File: src/rtl/arm_pkg.sv
// Shared encodings for the multicycle ARM datapath and controller.
// Mux selects, ALU ops and flag bit positions.
package arm_pkg;

  typedef enum logic [1:0] {
    SRCA_REG   = 2'b00,
    SRCA_PC    = 2'b01,
    SRCA_ZERO  = 2'b10,
    SRCA_ZERO2 = 2'b11
  } aluSrcA_e;

  typedef enum logic [1:0] {
    SRCB_REG  = 2'b00,
    SRCB_IMM  = 2'b01,
    SRCB_FOUR = 2'b10,
    SRCB_ZERO = 2'b11
  } aluSrcB_e;

  typedef enum logic [1:0] {
    RES_ALUOUT  = 2'b00,
    RES_DATA    = 2'b01,
    RES_ALU     = 2'b10,
    RES_ALUOUT2 = 2'b11
  } resultSrc_e;

  typedef enum logic [1:0] {
    IMM_8   = 2'b00,
    IMM_12  = 2'b01,
    IMM_BR  = 2'b10,
    IMM_NONE = 2'b11
  } immSrc_e;

  typedef enum logic [1:0] {
    ALU_ADD = 2'b00,
    ALU_SUB = 2'b01,
    ALU_AND = 2'b10,
    ALU_ORR = 2'b11
  } aluCtl_e;

  localparam int FLAG_N = 3;
  localparam int FLAG_Z = 2;
  localparam int FLAG_C = 1;
  localparam int FLAG_V = 0;

  localparam logic [3:0] PC_REG = 4'd15;

endpackage

File: src/rtl/datapath_alu.sv
// 32-bit ALU: ADD, SUB, AND, ORR with {N,Z,C,V} flags.
// SUB is A + ~B + 1 so C reads as "no borrow".
module alu
  import arm_pkg::*;
(
  input  logic [31:0] a,
  input  logic [31:0] b,
  input  logic [1:0]  ctl,
  output logic [31:0] result,
  output logic [3:0]  flags
);

  logic        isSub;
  logic        carry;
  logic        ovf;
  logic [31:0] bIn;
  logic [32:0] sum;

  always_comb begin
    isSub  = (aluCtl_e'(ctl) == ALU_SUB);
    bIn    = isSub ? ~b : b;
    sum    = {1'b0, a} + {1'b0, bIn} + {32'd0, isSub};
    result = '0;
    carry  = 1'b0;
    ovf    = 1'b0;
    unique case (aluCtl_e'(ctl))
      ALU_ADD, ALU_SUB: begin
        result = sum[31:0];
        carry  = sum[32];
        ovf    = (a[31] == bIn[31]) && (sum[31] != a[31]);
      end
      ALU_AND: result = a & b;
      default: result = a | b;
    endcase
    flags         = '0;
    flags[FLAG_N] = result[31];
    flags[FLAG_Z] = (result == 32'd0);
    flags[FLAG_C] = carry;
    flags[FLAG_V] = ovf;
  end

endmodule

File: src/rtl/datapath.sv
// Multicycle ARM datapath: PC, R0-R14, IR, Data, A, B, ALUOut.
// R15 reads return the live Result bus, which is PC+8 in decode.
module datapath
  import arm_pkg::*;
(
  input  logic        clk,
  input  logic        reset,
  input  logic [31:0] ReadData,
  input  logic        PCWrite,
  input  logic        RegWrite,
  input  logic        IRWrite,
  input  logic        AdrSrc,
  input  logic [1:0]  RegSrc,
  input  logic [1:0]  ALUSrcA,
  input  logic [1:0]  ALUSrcB,
  input  logic [1:0]  ResultSrc,
  input  logic [1:0]  ImmSrc,
  input  logic [1:0]  ALUControl,
  output logic [31:0] Adr,
  output logic [31:0] WriteData,
  output logic [19:0] Instr,
  output logic [3:0]  ALUFlags
);

  logic [31:0] pc, ir, dataReg;
  logic [31:0] aReg, bReg, aluOut;
  logic [31:0] rf [15];

  logic [3:0]  ra1, ra2, rd;
  logic [31:0] rd1, rd2, extImm;
  logic [31:0] srcA, srcB;
  logic [31:0] aluResult, result;

  assign ra1 = RegSrc[0] ? PC_REG : ir[19:16];
  assign ra2 = RegSrc[1] ? ir[15:12] : ir[3:0];
  assign rd  = ir[15:12];

  assign rd1 = (ra1 == PC_REG) ? result : rf[ra1];
  assign rd2 = (ra2 == PC_REG) ? result : rf[ra2];

  always_comb begin
    extImm = '0;
    unique case (immSrc_e'(ImmSrc))
      IMM_8:   extImm = {24'd0, ir[7:0]};
      IMM_12:  extImm = {20'd0, ir[11:0]};
      IMM_BR:  extImm = {{6{ir[23]}}, ir[23:0], 2'b00};
      default: extImm = '0;
    endcase
  end

  always_comb begin
    srcA = '0;
    unique case (aluSrcA_e'(ALUSrcA))
      SRCA_REG: srcA = aReg;
      SRCA_PC:  srcA = pc;
      default:  srcA = '0;
    endcase
  end

  always_comb begin
    srcB = '0;
    unique case (aluSrcB_e'(ALUSrcB))
      SRCB_REG:  srcB = bReg;
      SRCB_IMM:  srcB = extImm;
      SRCB_FOUR: srcB = 32'd4;
      default:   srcB = '0;
    endcase
  end

  alu uAlu (
    .a      (srcA),
    .b      (srcB),
    .ctl    (ALUControl),
    .result (aluResult),
    .flags  (ALUFlags)
  );

  always_comb begin
    result = aluOut;
    unique case (resultSrc_e'(ResultSrc))
      RES_DATA: result = dataReg;
      RES_ALU:  result = aluResult;
      default:  result = aluOut;
    endcase
  end

  assign Adr       = AdrSrc ? result : pc;
  assign WriteData = bReg;
  assign Instr     = ir[31:12];

  always_ff @(posedge clk) begin
    if (reset) begin
      pc      <= '0;
      ir      <= '0;
      dataReg <= '0;
      aReg    <= '0;
      bReg    <= '0;
      aluOut  <= '0;
      for (int i = 0; i < 15; i++) rf[i] <= '0;
    end else begin
      if (PCWrite) pc <= result;
      if (IRWrite) ir <= ReadData;
      dataReg <= ReadData;
      aReg    <= rd1;
      bReg    <= rd2;
      aluOut  <= aluResult;
      // PC is only ever changed through PCWrite
      if (RegWrite && rd != PC_REG) rf[rd] <= result;
    end
  end

endmodule

File: config.mk
export PLATFORM = sky130hd
export DESIGN_NAME = datapath
export DESIGN_NICKNAME = d
export VERILOG_FILES = /design/src/rtl/arm_pkg.sv /design/src/rtl/datapath_alu.sv /design/src/rtl/datapath.sv
export SDC_FILE = /design/constraint.sdc
export NUM_CORES = 2
export LEC_CHECK = 0
export CORE_ASPECT_RATIO = 0.8
export CORE_MARGIN = 2
export CORE_UTILIZATION = 55
export DETAILED_ROUTE_END_ITERATION = 8
export GPL_TIMING_DRIVEN = 0
export MAX_ROUTING_LAYER = met4
export PLACE_DENSITY_LB_ADDON = 0.12
export SYNTH_ARGS = -nofsm -noshare
export SYNTH_HDL_FRONTEND = slang
export SYNTH_SLANG_ARGS = --single-unit
File: constraint.sdc
create_clock -name clk -period 8.8 [get_ports clk]
set_input_delay 1.76 -clock clk [delete_from_list [all_inputs] [get_ports clk]]
set_output_delay 1.76 -clock clk [all_outputs]
set_load 0.01 [all_outputs]
==> summary.txt <==
Min path
  – Worst Hold Launch: ir[27]
  – Hold WC Path Type: reg -> reg
  – Hold Path Cell Cnt: 2

Pwr
  – Sw Ratio: 0.298
  – Leak: 15.3 nW
  – Internal power: 0.00606 W
  – Peak VDD IR: about 0.16 mV
  – Comb power frac: 0.188
  – NetSw: 0.00257 W
  – Clk pwr share: 0.375
  – Pwr/cell area: between 200 and 250 nW/µm²
  – Sequential Power Share: 0.437

Yosys
  – Top-count cell post-synth: nor2_1
  – Synth top area share: 0.412
  – Largest cells by area after synthesis: edfxtp_1 (41%), mux4_2 (11%), dfxtp_1 (11%)
  – Yosys warns: 0
  – Post-synth EDFFs: 499
  – FFs w/ async S/R, synth: 0
  – Syn Inst Count: 3291
  – #FFs+latches synth: 691
  – Synth area leader: edfxtp_1
  – Synth cell types: 82
  – Seq/Total Area, Yosys: 0.518
  – Post-Syn Area: 36300 µm²
  – Commonest cells post-synth: nor2_1 (680), edfxtp_1 (499), clkbuf_1 (247)
  – Ys flop type: edfxtp_1
  – Avg Inst Size Synth: 11.0 µm²

Clock tree
  – Num CTS Buffers: 72
  – Skew-Pair Late Insertion Delay: around 0.64 ns
  – Num Clock Sinks: 691
  – Clock Tree Root: clkbuf_16
  – H-tree depth: 3
  – CTS tree: done
  – Reg clk slew, reported paths: roughly 0.070 ns
  – Longest Clk Path Bufs: 3

Drt
  – Iteration-0 DRC Markers: 6324
  – Number of routed nets with antenna violations: 0
  – DR pass1 iterations: 7
  – Via count: 32700
  – WL/cell: 37.1 µm
  – Final wirelength: 165000 µm
  – # DRC: 0
  – Vias per cell: 7.36

STA
  – Worst Tran Pin Value: approximately 1.6 ns
  – Final hold violation count: 0
  – Skew final: 0.0292 ns
  – Final worst path period share: 1.03
  – Final setup fails: 4
  – Fmax: 111 MHz
  – Unrepaired setup endpoints after global routing: true
  – Min cycle time layout: 9.04 ns
  – Worst setup margin: -0.237 ns
  – Fin Setup TNS: -0.320 ns
  – Slew margin rel.: -0.0409
  – Final Max Tran Viols: 22

Setup path
  – Worst Path Max Fanout: 10
  – CP Capture Type: primary output
  – CP Class: in -> out
  – Startpoint type of the worst setup path: primary input
  – Beginning of the worst register-to-register path: ir[18]
  – Arr. time, crit path: approximately 7.3 ns
  – CP required: 7.04 ns
  – Reg2reg path depth: 9
  – R2r setup slk: 2.58 ns
  – Critical path origin: ALUSrcB[1]

Outcome
  – Failing checks: max-capacitance violations, max-slew violations, negative setup slack
  – Run status: finished, violations left

Layout
  – Multi-input logic area: 16600 µm²
  – FF/Latch Area: 18800 µm²
  – Share of layout cells above drive strength 1: 0.148
  – Fillers: 5012
  – Final std cells w/o fill: 4447
  – Net count of the finished layout: approximately 3600
  – Area growth, synth to finish: 16.4%

Floorplan
  – Die H: roughly 230 µm
  – Die area: roughly 68000 µm²
  – Die W: 291 µm
  – Core ar.: 65600 µm²
  – Initial Util: 0.554
  – # rows: 84
  – IO Count: approximately 140

Placed design
  – Hpwl dp: 123000 µm
  – Placed cells: 4315
  – GPL Wtd Cong: 1.06
  – I/O Buffers: 128

GRT
  – GRT Resource Usage Total: 0.493
  – First-pass GRT wire length: ~230000 µm
  – Largest net degree at the start of global routing: 30
  – Antenna violations before repair: 2
  – Vias in the first global route: 31000
  – GR Overflow Total: 0

Flow run
  – Max-cap check violation count: 2
## power groups by stage
stage / logic, W / clock network (W) / registers (W)
floorplan: 0.000834 / 0 / 0.00378
global placement: 0.00144 / 0 / 0.00382
detailed placement: 0.00148 / 0 / 0.00383
CTS: 0.00153 / 0.00320 / 0.00376
global route: 0.00165 / 0.00332 / 0.00378
finish: 0.00162 / 0.00323 / 0.00377
## timing repair
action / CTS / global route
pin swaps: 15 / 13
gates resized for setup: 117 / 59
hold buffers: 0 / 0
endpoints found under the setup margin: 31 / 25
setup buffers: 10 / 3
cloned: 1 / 0
## per-layer routing
| metal | GRT usage | vias to the layer above | share of wire |
|---|---|---|---|
| met1 | 0.640 | 15800 | 0.35 |
| met4 | 0.256 | 0 | 0.068 |
| met3 | 0.169 | 736 | 0.17 |
| met2 | 0.686 | 3527 | 0.41 |
| li1 | - | 12600 | - |
| met5 | - | - | 0 |
## registers in the layout, indices dropped and copies added, names as in the netlist
name,flops
rf,499
WriteData,32
aReg,32
aluOut,32
dataReg,32
ir,32
pc,32
## final cells by class
cell class	count	area share
inverters	56	0.00497
diodes	1	0.0000592
flip-flops and latches	691	0.445
clock buffers	93	0.0457
well taps	860	0.0254
multi-input cells	2232	0.393
clock inverters	36	0.0111
repair buffers	161	0.0422
plain buffers	317	0.0326
## path summary, 6_finish.rpt
path,end
setup / recovery,ALUFlags[2]
hold / removal,ir[27]
setup reg to reg,aReg[26]
hold reg to reg,ir[27]
## cells in the final DEF (no fill, tap or decap), types with 55 or more instances in the layout
cell and count:
nor2b_1 63, a21oi_1 128, nor2_1 677, mux2i_1 134, clkbuf_16 74, clkdlybuf4s50_1 118, mux4_2 175, clkbuf_1 238
nand2_1 225, o21ai_0 55, dfxtp_1 192, inv_1 55, edfxtp_1 499
## cell families after synthesis
family / count (synthesis) / share of synthesized area
adder cells (fa/ha/maj): 55 / 0.0177
flip-flops: 691 / 0.518
multiplexers: 351 / 0.158
XOR/XNOR: 44 / 0.0106
buffers and inverters: 386 / 0.0434
other: 1 / 0.000103
AND/OR/NAND/NOR: 1162 / 0.137
AO/OA/AOI/OAI: 601 / 0.115
## per-stage QoR
stage | cell area (µm²) | setup slack [ns] | total power (W) | utilization | hold WS (ns)
floorplan | 36400 | 1.08 | 0.00462 | - | 0.462
global placement | 38800 | -2.26 | 0.00527 | 0.591 | 0.474
detailed placement | 39200 | -2.24 | 0.00531 | 0.598 | 0.487
CTS | 42100 | -0.106 | 0.00849 | 0.642 | 0.504
global route | 42300 | -0.202 | 0.00875 | 0.645 | 0.531
finish | 42300 | -0.237 | 0.00863 | 0.645 | 0.503
## worst max-delay path, cell delays in order
cell and delay, ns:
clkdlybuf4s50_1 0.48, buf_4 0.24, nor4bb_4 0.40, buf_6 0.22, buf_6 0.20, nand2_1 0.07
nand2_1 0.11, xor2_1 0.18, ha_2 0.34, and4_1 0.26, a21oi_1 0.14, a21bo_2 0.20
o2111a_2 0.42, nor4_1 0.09, a211o_1 0.39, nor4_1 0.25, nand4_1 0.29, or4_4 0.58
nor4_4 0.40, clkbuf_2 0.21
No activity file was read; power rests on OpenSTA's default activity.
